## config.mk

```make
export PLATFORM = sky130hd
export DESIGN_NAME = pipe_stage_reg
export DESIGN_NICKNAME = d
export VERILOG_FILES = /design/src/rtl/pipe_pkg.sv /design/src/rtl/pipe_slot.sv /design/src/rtl/pipe_stage_reg.sv
export SDC_FILE = /design/constraint.sdc
export NUM_CORES = 1
export LEC_CHECK = 0
export ABC_CLOCK_PERIOD_IN_PS = 2060
export CORE_MARGIN = 2
export CORE_UTILIZATION = 31
export CTS_CLUSTER_SIZE = 14
export DETAILED_ROUTE_END_ITERATION = 10
export GPL_ROUTABILITY_DRIVEN = 0
export PLACE_DENSITY_LB_ADDON = 0.08
export SYNTH_ARGS = -nofsm -noshare
export SYNTH_HDL_FRONTEND = slang
export SYNTH_SLANG_ARGS = --single-unit
```

## constraint.sdc

```tcl
create_clock -name clk -period 2.06 [get_ports clk]
set_clock_uncertainty 0.1 [all_clocks]
set_input_delay 0.412 -clock clk [delete_from_list [all_inputs] [get_ports clk]]
set_output_delay 0.412 -clock clk [all_outputs]
set_load 0.01 [all_outputs]
```

## src/rtl/pipe_pkg.sv

```systemverilog
// Shared pipeline widths and the control-field layouts carried between stages.
package pipe_pkg;

  localparam int IFID_DATA_W  = 64;  // pc + instruction word
  localparam int IFID_CTRL_W  = 1;
  localparam int IDEX_DATA_W  = 96;  // pc + rs1/rs2 operands or imm + rd
  localparam int IDEX_CTRL_W  = 16;
  localparam int EXMEM_DATA_W = 72;  // alu result + store data + rd
  localparam int EXMEM_CTRL_W = 8;

  typedef struct packed {
    logic       reg_we;
    logic       ram_we;
    logic       ram_re;
    logic       stdio_we;
    logic       stdio_re;
    logic [1:0] wb_sel;
    logic [3:0] alu_op;
    logic [1:0] src_a_sel;
    logic [1:0] src_b_sel;
    logic       branch;
  } idex_ctrl_t;

  typedef struct packed {
    logic       reg_we;
    logic       ram_we;
    logic       ram_re;
    logic       stdio_we;
    logic       stdio_re;
    logic [1:0] wb_sel;
    logic       sign_ext;
  } exmem_ctrl_t;

  // Forward the memory/writeback controls once execute has consumed the rest.
  function automatic exmem_ctrl_t idex_to_exmem(input idex_ctrl_t c);
    exmem_ctrl_t r;
    r.reg_we   = c.reg_we;
    r.ram_we   = c.ram_we;
    r.ram_re   = c.ram_re;
    r.stdio_we = c.stdio_we;
    r.stdio_re = c.stdio_re;
    r.wb_sel   = c.wb_sel;
    r.sign_ext = c.alu_op[3];
    return r;
  endfunction

endpackage

```

## src/rtl/pipe_slot.sv

```systemverilog
// One pipeline slot: valid + data + ctrl, with load, clear and ctrl masking.
module pipe_slot
  import pipe_pkg::*;
#(
  parameter int DATA_W = 96,
  parameter int CTRL_W = 16
) (
  input  logic              clk,
  input  logic              reset,
  input  logic              load,
  input  logic              clr,
  input  logic [DATA_W-1:0] d_data,
  input  logic [CTRL_W-1:0] d_ctrl,
  output logic              valid,
  output logic [DATA_W-1:0] data,
  output logic [CTRL_W-1:0] ctrl
);

  logic              valid_q, valid_d;
  logic [DATA_W-1:0] data_q, data_d;
  logic [CTRL_W-1:0] ctrl_q, ctrl_d;

  // Load beats clear; an emptied slot also drops its ctrl so bubbles carry no strobes.
  always_comb begin
    valid_d = valid_q;
    data_d  = data_q;
    ctrl_d  = ctrl_q;
    if (load) begin
      valid_d = 1'b1;
      data_d  = d_data;
      ctrl_d  = d_ctrl;
    end else if (clr) begin
      valid_d = 1'b0;
      ctrl_d  = '0;
    end
  end

  // Slot state register.
  always_ff @(posedge clk) begin
    if (reset) begin
      valid_q <= 1'b0;
      data_q  <= '0;
      ctrl_q  <= '0;
    end else begin
      valid_q <= valid_d;
      data_q  <= data_d;
      ctrl_q  <= ctrl_d;
    end
  end

  assign valid = valid_q;
  assign data  = data_q;
  assign ctrl  = valid_q ? ctrl_q : '0;

endmodule

```

## src/rtl/pipe_stage_reg.sv

```systemverilog
// Pipeline stage register with valid/ready, flush, bubble masking and optional skid slot.
module pipe_stage_reg
  import pipe_pkg::*;
#(
  parameter int DATA_W = 96,
  parameter int CTRL_W = 16,
  parameter int SKID   = 0,
  parameter int CNT_W  = 16
) (
  input  logic              clk,
  input  logic              reset,
  input  logic              flush,
  input  logic              in_valid,
  output logic              in_ready,
  input  logic [DATA_W-1:0] in_data,
  input  logic [CTRL_W-1:0] in_ctrl,
  output logic              out_valid,
  input  logic              out_ready,
  output logic [DATA_W-1:0] out_data,
  output logic [CTRL_W-1:0] out_ctrl,
  output logic [1:0]        occupancy,
  output logic [CNT_W-1:0]  stall_count
);

  logic              in_fire, out_fire;
  logic              main_load, main_clr;
  logic [DATA_W-1:0] main_d_data;
  logic [CTRL_W-1:0] main_d_ctrl;
  logic              skid_valid;
  logic [DATA_W-1:0] skid_data;
  logic [CTRL_W-1:0] skid_ctrl;
  logic [CNT_W-1:0]  stall_q, stall_d;

  // SKID=1 breaks the out_ready -> in_ready path: ready only depends on skid state.
  assign in_ready = (SKID == 0) ? (!out_valid || out_ready) : !skid_valid;
  assign in_fire  = in_valid && in_ready;
  assign out_fire = out_valid && out_ready;

  // Main slot refills from skid first (FIFO order), else from upstream when free or draining.
  always_comb begin
    main_load   = 1'b0;
    main_clr    = flush || out_fire;
    main_d_data = in_data;
    main_d_ctrl = in_ctrl;
    if (!flush) begin
      if (out_fire && skid_valid) begin
        main_load   = 1'b1;
        main_d_data = skid_data;
        main_d_ctrl = skid_ctrl;
      end else if (in_fire && (!out_valid || out_fire)) begin
        main_load = 1'b1;
      end
    end
  end

  pipe_slot #(.DATA_W(DATA_W), .CTRL_W(CTRL_W)) u_main (
    .clk    (clk),
    .reset  (reset),
    .load   (main_load),
    .clr    (main_clr),
    .d_data (main_d_data),
    .d_ctrl (main_d_ctrl),
    .valid  (out_valid),
    .data   (out_data),
    .ctrl   (out_ctrl)
  );

  generate
    if (SKID == 0) begin : g_single
      assign skid_valid = 1'b0;
      assign skid_data  = '0;
      assign skid_ctrl  = '0;
    end else begin : g_skid
      logic skid_load, skid_clr;
      // Skid catches an accepted entry while main is held; it empties by moving into main.
      assign skid_load = !flush && in_fire && out_valid && !out_fire;
      assign skid_clr  = flush || out_fire;
      pipe_slot #(.DATA_W(DATA_W), .CTRL_W(CTRL_W)) u_skid (
        .clk    (clk),
        .reset  (reset),
        .load   (skid_load),
        .clr    (skid_clr),
        .d_data (in_data),
        .d_ctrl (in_ctrl),
        .valid  (skid_valid),
        .data   (skid_data),
        .ctrl   (skid_ctrl)
      );
    end
  endgenerate

  // Saturating count of stalled cycles; flush deliberately leaves it alone.
  always_comb begin
    stall_d = stall_q;
    if (out_valid && !out_ready && (stall_q != '1))
      stall_d = stall_q + {{(CNT_W-1){1'b0}}, 1'b1};
  end

  // Stall counter register.
  always_ff @(posedge clk) begin
    if (reset) stall_q <= '0;
    else       stall_q <= stall_d;
  end

  assign stall_count = stall_q;
  assign occupancy   = {1'b0, out_valid} + {1'b0, skid_valid};

endmodule

```

==> results.toml <==
[floorplanning]
start_util_pct = 31.8
pin_count = 249
fp-row-count = 45
die_w_um = 129
dieArea_sq_um = 16600
design.core.area_sq_um = 15300
die_y_um = 129

[sta]
setup-violations-final = 0
rsz0062_at_grt = "false"
fin_crit_ps = 2010
slew_violations = 0
final-hold-violation-count = 0
min_period_over_period_pct = 97.4
relSlewSlack_pct = 62.2
fmaxAchievable_mhz = 498
worst_slew_pin_slew_ps = 567

[finish]
num-nets-final = 981
layout_common_cells = "226 x clkdlybuf4s50_1, 195 x nand2_1, 126 x dfxtp_1"
fillers = 1412
stdcell_area_sq_um = 8420
final_common_cell = "clkdlybuf4s50_1"
antenna_cells = 0
final_layout_size_suffix_gt1_share_pct = 10.2
stdcell_count = 1087
area_delta_synth_final_pct = 73.7

[synth]
synth_warnings = 0
ys_async_sr_fraction_pct = 0
syn_area_per_cell_sq_um = 8.09
synth_edf_count = 0
synthesis.nets = 717
synth_cell_types = 41
yosys_register_bits = 129
synthCells = 599
ys.flop_type = "dfxtp_1"
syn_area_sq_um = 4850
ys_seq_area_share_pct = 53.3

[worst_setup_path]
crit_fanout = 3
crit_arrival_ps = 1500
critPathRequiredTime_ps = 1550
cp-start-kind = "flop"
critical_path_class = "flop to output pin"
cp-startpoint = "stall_count[1]$_SDFFE_PP0P_"
reg2reg_from = "stall_count[0]$_SDFFE_PP0P_"
cp-end-kind = "output pin"

[routing]
vias = 5060
vias_per_cell = 4.66
drc = 0
wl_per_cell_um = 14.4
routed_wl_um = 15700
ant_nets = 0
first_pass_iters = 5
drt_iter0_markers = 221

[flow_run]
maxCapViolCount = 0

[placed_design]
dp_hpwl_um = 11300
dpl_cell_area_sq_um = 7780
numPortBuffers = 247
dpl.cell_count = 1053

[grt]
grt_pass1_vias = 4929
grt_max_degree = 52
grtUsageTotal_pct = 18.8
grt_first_pass_wirelength_um = 24700
antenna_found_initial = 0
overflow = 0

[worst_hold_path]
min_from = "u_main.data[3]$_SDFFE_PP0P_"
hold_path_class = "flop to flop"

[outcome]
run_status = "complete, no violations"

[clock_tree]
cts_root_buf = "clkbuf_16"
cts-htree-levels = 4
clockBufferDepth = 2
numCtsBuffers = 17
clk_pin_slew_ps = 50
clk_latency_ps = 410
cts_hold_buf = 0
cts.sinks = 129
cts_tree = "yes"

[power_and_ir_drop]
p_leak_uw = 0.00321
ir_drop_mv = 0.516
power_density_nw_per_um2 = 780
==> area by class of cell <==
type | count | area, sq um | share of cell area [%]
clock buffer | 23 | 498 | 5.92
clock inverter | 9 | 128 | 1.52
inverter | 4 | 15.0 | 0.178
multi-input combinational | 423 | 2070 | 24.6
sequential | 129 | 2590 | 30.8
tap | 211 | 264 | 3.14
timing repair buffer | 288 | 2850 | 33.9
==> layer usage <==
layer,GRT usage (%),part of all wire (%),up-vias
li1,-,-,2516
met1,21.9,42,2363
met2,32.3,50,160
met3,5.70,5.8,21
met4,7.99,2.2,0
met5,0,0,-
==> state kept, by name, summed over array words and instances, names as in the netlist <==
| name | cells |
|---|---|
| u_main.data | 96 |
| u_main.ctrl_q | 16 |
| stall_count | 16 |
| u_main.valid | 1 |
==> report_power, final <==
| part | total [uW] | switching, uW | leakage (uW) | internal (uW) |
|---|---|---|---|---|
| sequential | 2650 | 50.0 | 0.00105 | 2600 |
| combinational | 782 | 317 | 0.00185 | 466 |
| clock | 3140 | 1080 | 0.000301 | 2060 |
| total | 6570 | 1450 | 0.00321 | 5120 |
==> final timing paths <==
| check | slack [ps] | to | cells past startpoint |
|---|---|---|---|
| setup / recovery | 50 | stall_count[1] | 2 |
| hold / removal | 350 | u_main.data[3]$_SDFFE_PP0P_ | 2 |
| setup reg to reg | 150 | stall_count[0]$_SDFFE_PP0P_ | 6 |
| hold reg to reg | 350 | u_main.data[3]$_SDFFE_PP0P_ | 2 |
==> worst max-delay path: stages, from the launching register on <==
cell and delay (ps):
dfxtp_1 370, buf_4 150, clkdlybuf4s50_1 560
==> per-stage QoR <==
step	total power [uW]	hold slack [ps]	util, %	setup TNS, ps	worst slack, ps
detailed placement	3490	346	51.0	-14690	-250
CTS	6660	353	55.1	0	1.12
global placement	3470	341	51.0	-10360	-218
finish	6570	352	55.2	0	52.7
global route	6830	365	55.2	0	2.51
floorplan	2960	357	-	0	120
==> synthesized netlist by cell type (2+ instances only) <==
cell,instances,share of area (%)
nor3_1,5,0.52
and4_1,2,0.36
buf_4,2,0.31
inv_1,4,0.31
clkbuf_1,28,2.2
a22oi_1,16,2.5
nor2b_1,7,0.90
nand2_1,195,15
nand3_1,6,0.62
buf_2,12,1.2
a21oi_1,104,11
mux2_2,6,1.4
nand2b_1,3,0.39
nor2_1,27,2.1
o31ai_1,3,0.46
or4_1,3,0.46
nor4_1,2,0.26
and2_1,17,2.2
dfxtp_1,129,53
nand4_1,6,0.77
and3_1,2,0.26
==> cells by family (layout without fill, tap and decap cells) <==
group,count (synthesis),count (layout),synth area share (%)
compound gates,131,131,14.9
other cells,1,1,0.0774
flops,129,129,53.3
fa+ha+maj,1,1,0.258
simple gates,282,282,25.6
buf+inv,47,324,4.11
xor+xnor,1,1,0.181
mux,7,7,1.60
==> what timing repair did <==
action                                  4_1_cts  5_1_grt
endpoints found under the setup margin       21        7
gates resized for setup                      23        4
endpoints found under the hold margin         0        0
pin swaps                                     0        0
setup buffers                                 2        0
Power figures use the tool's default switching activity.
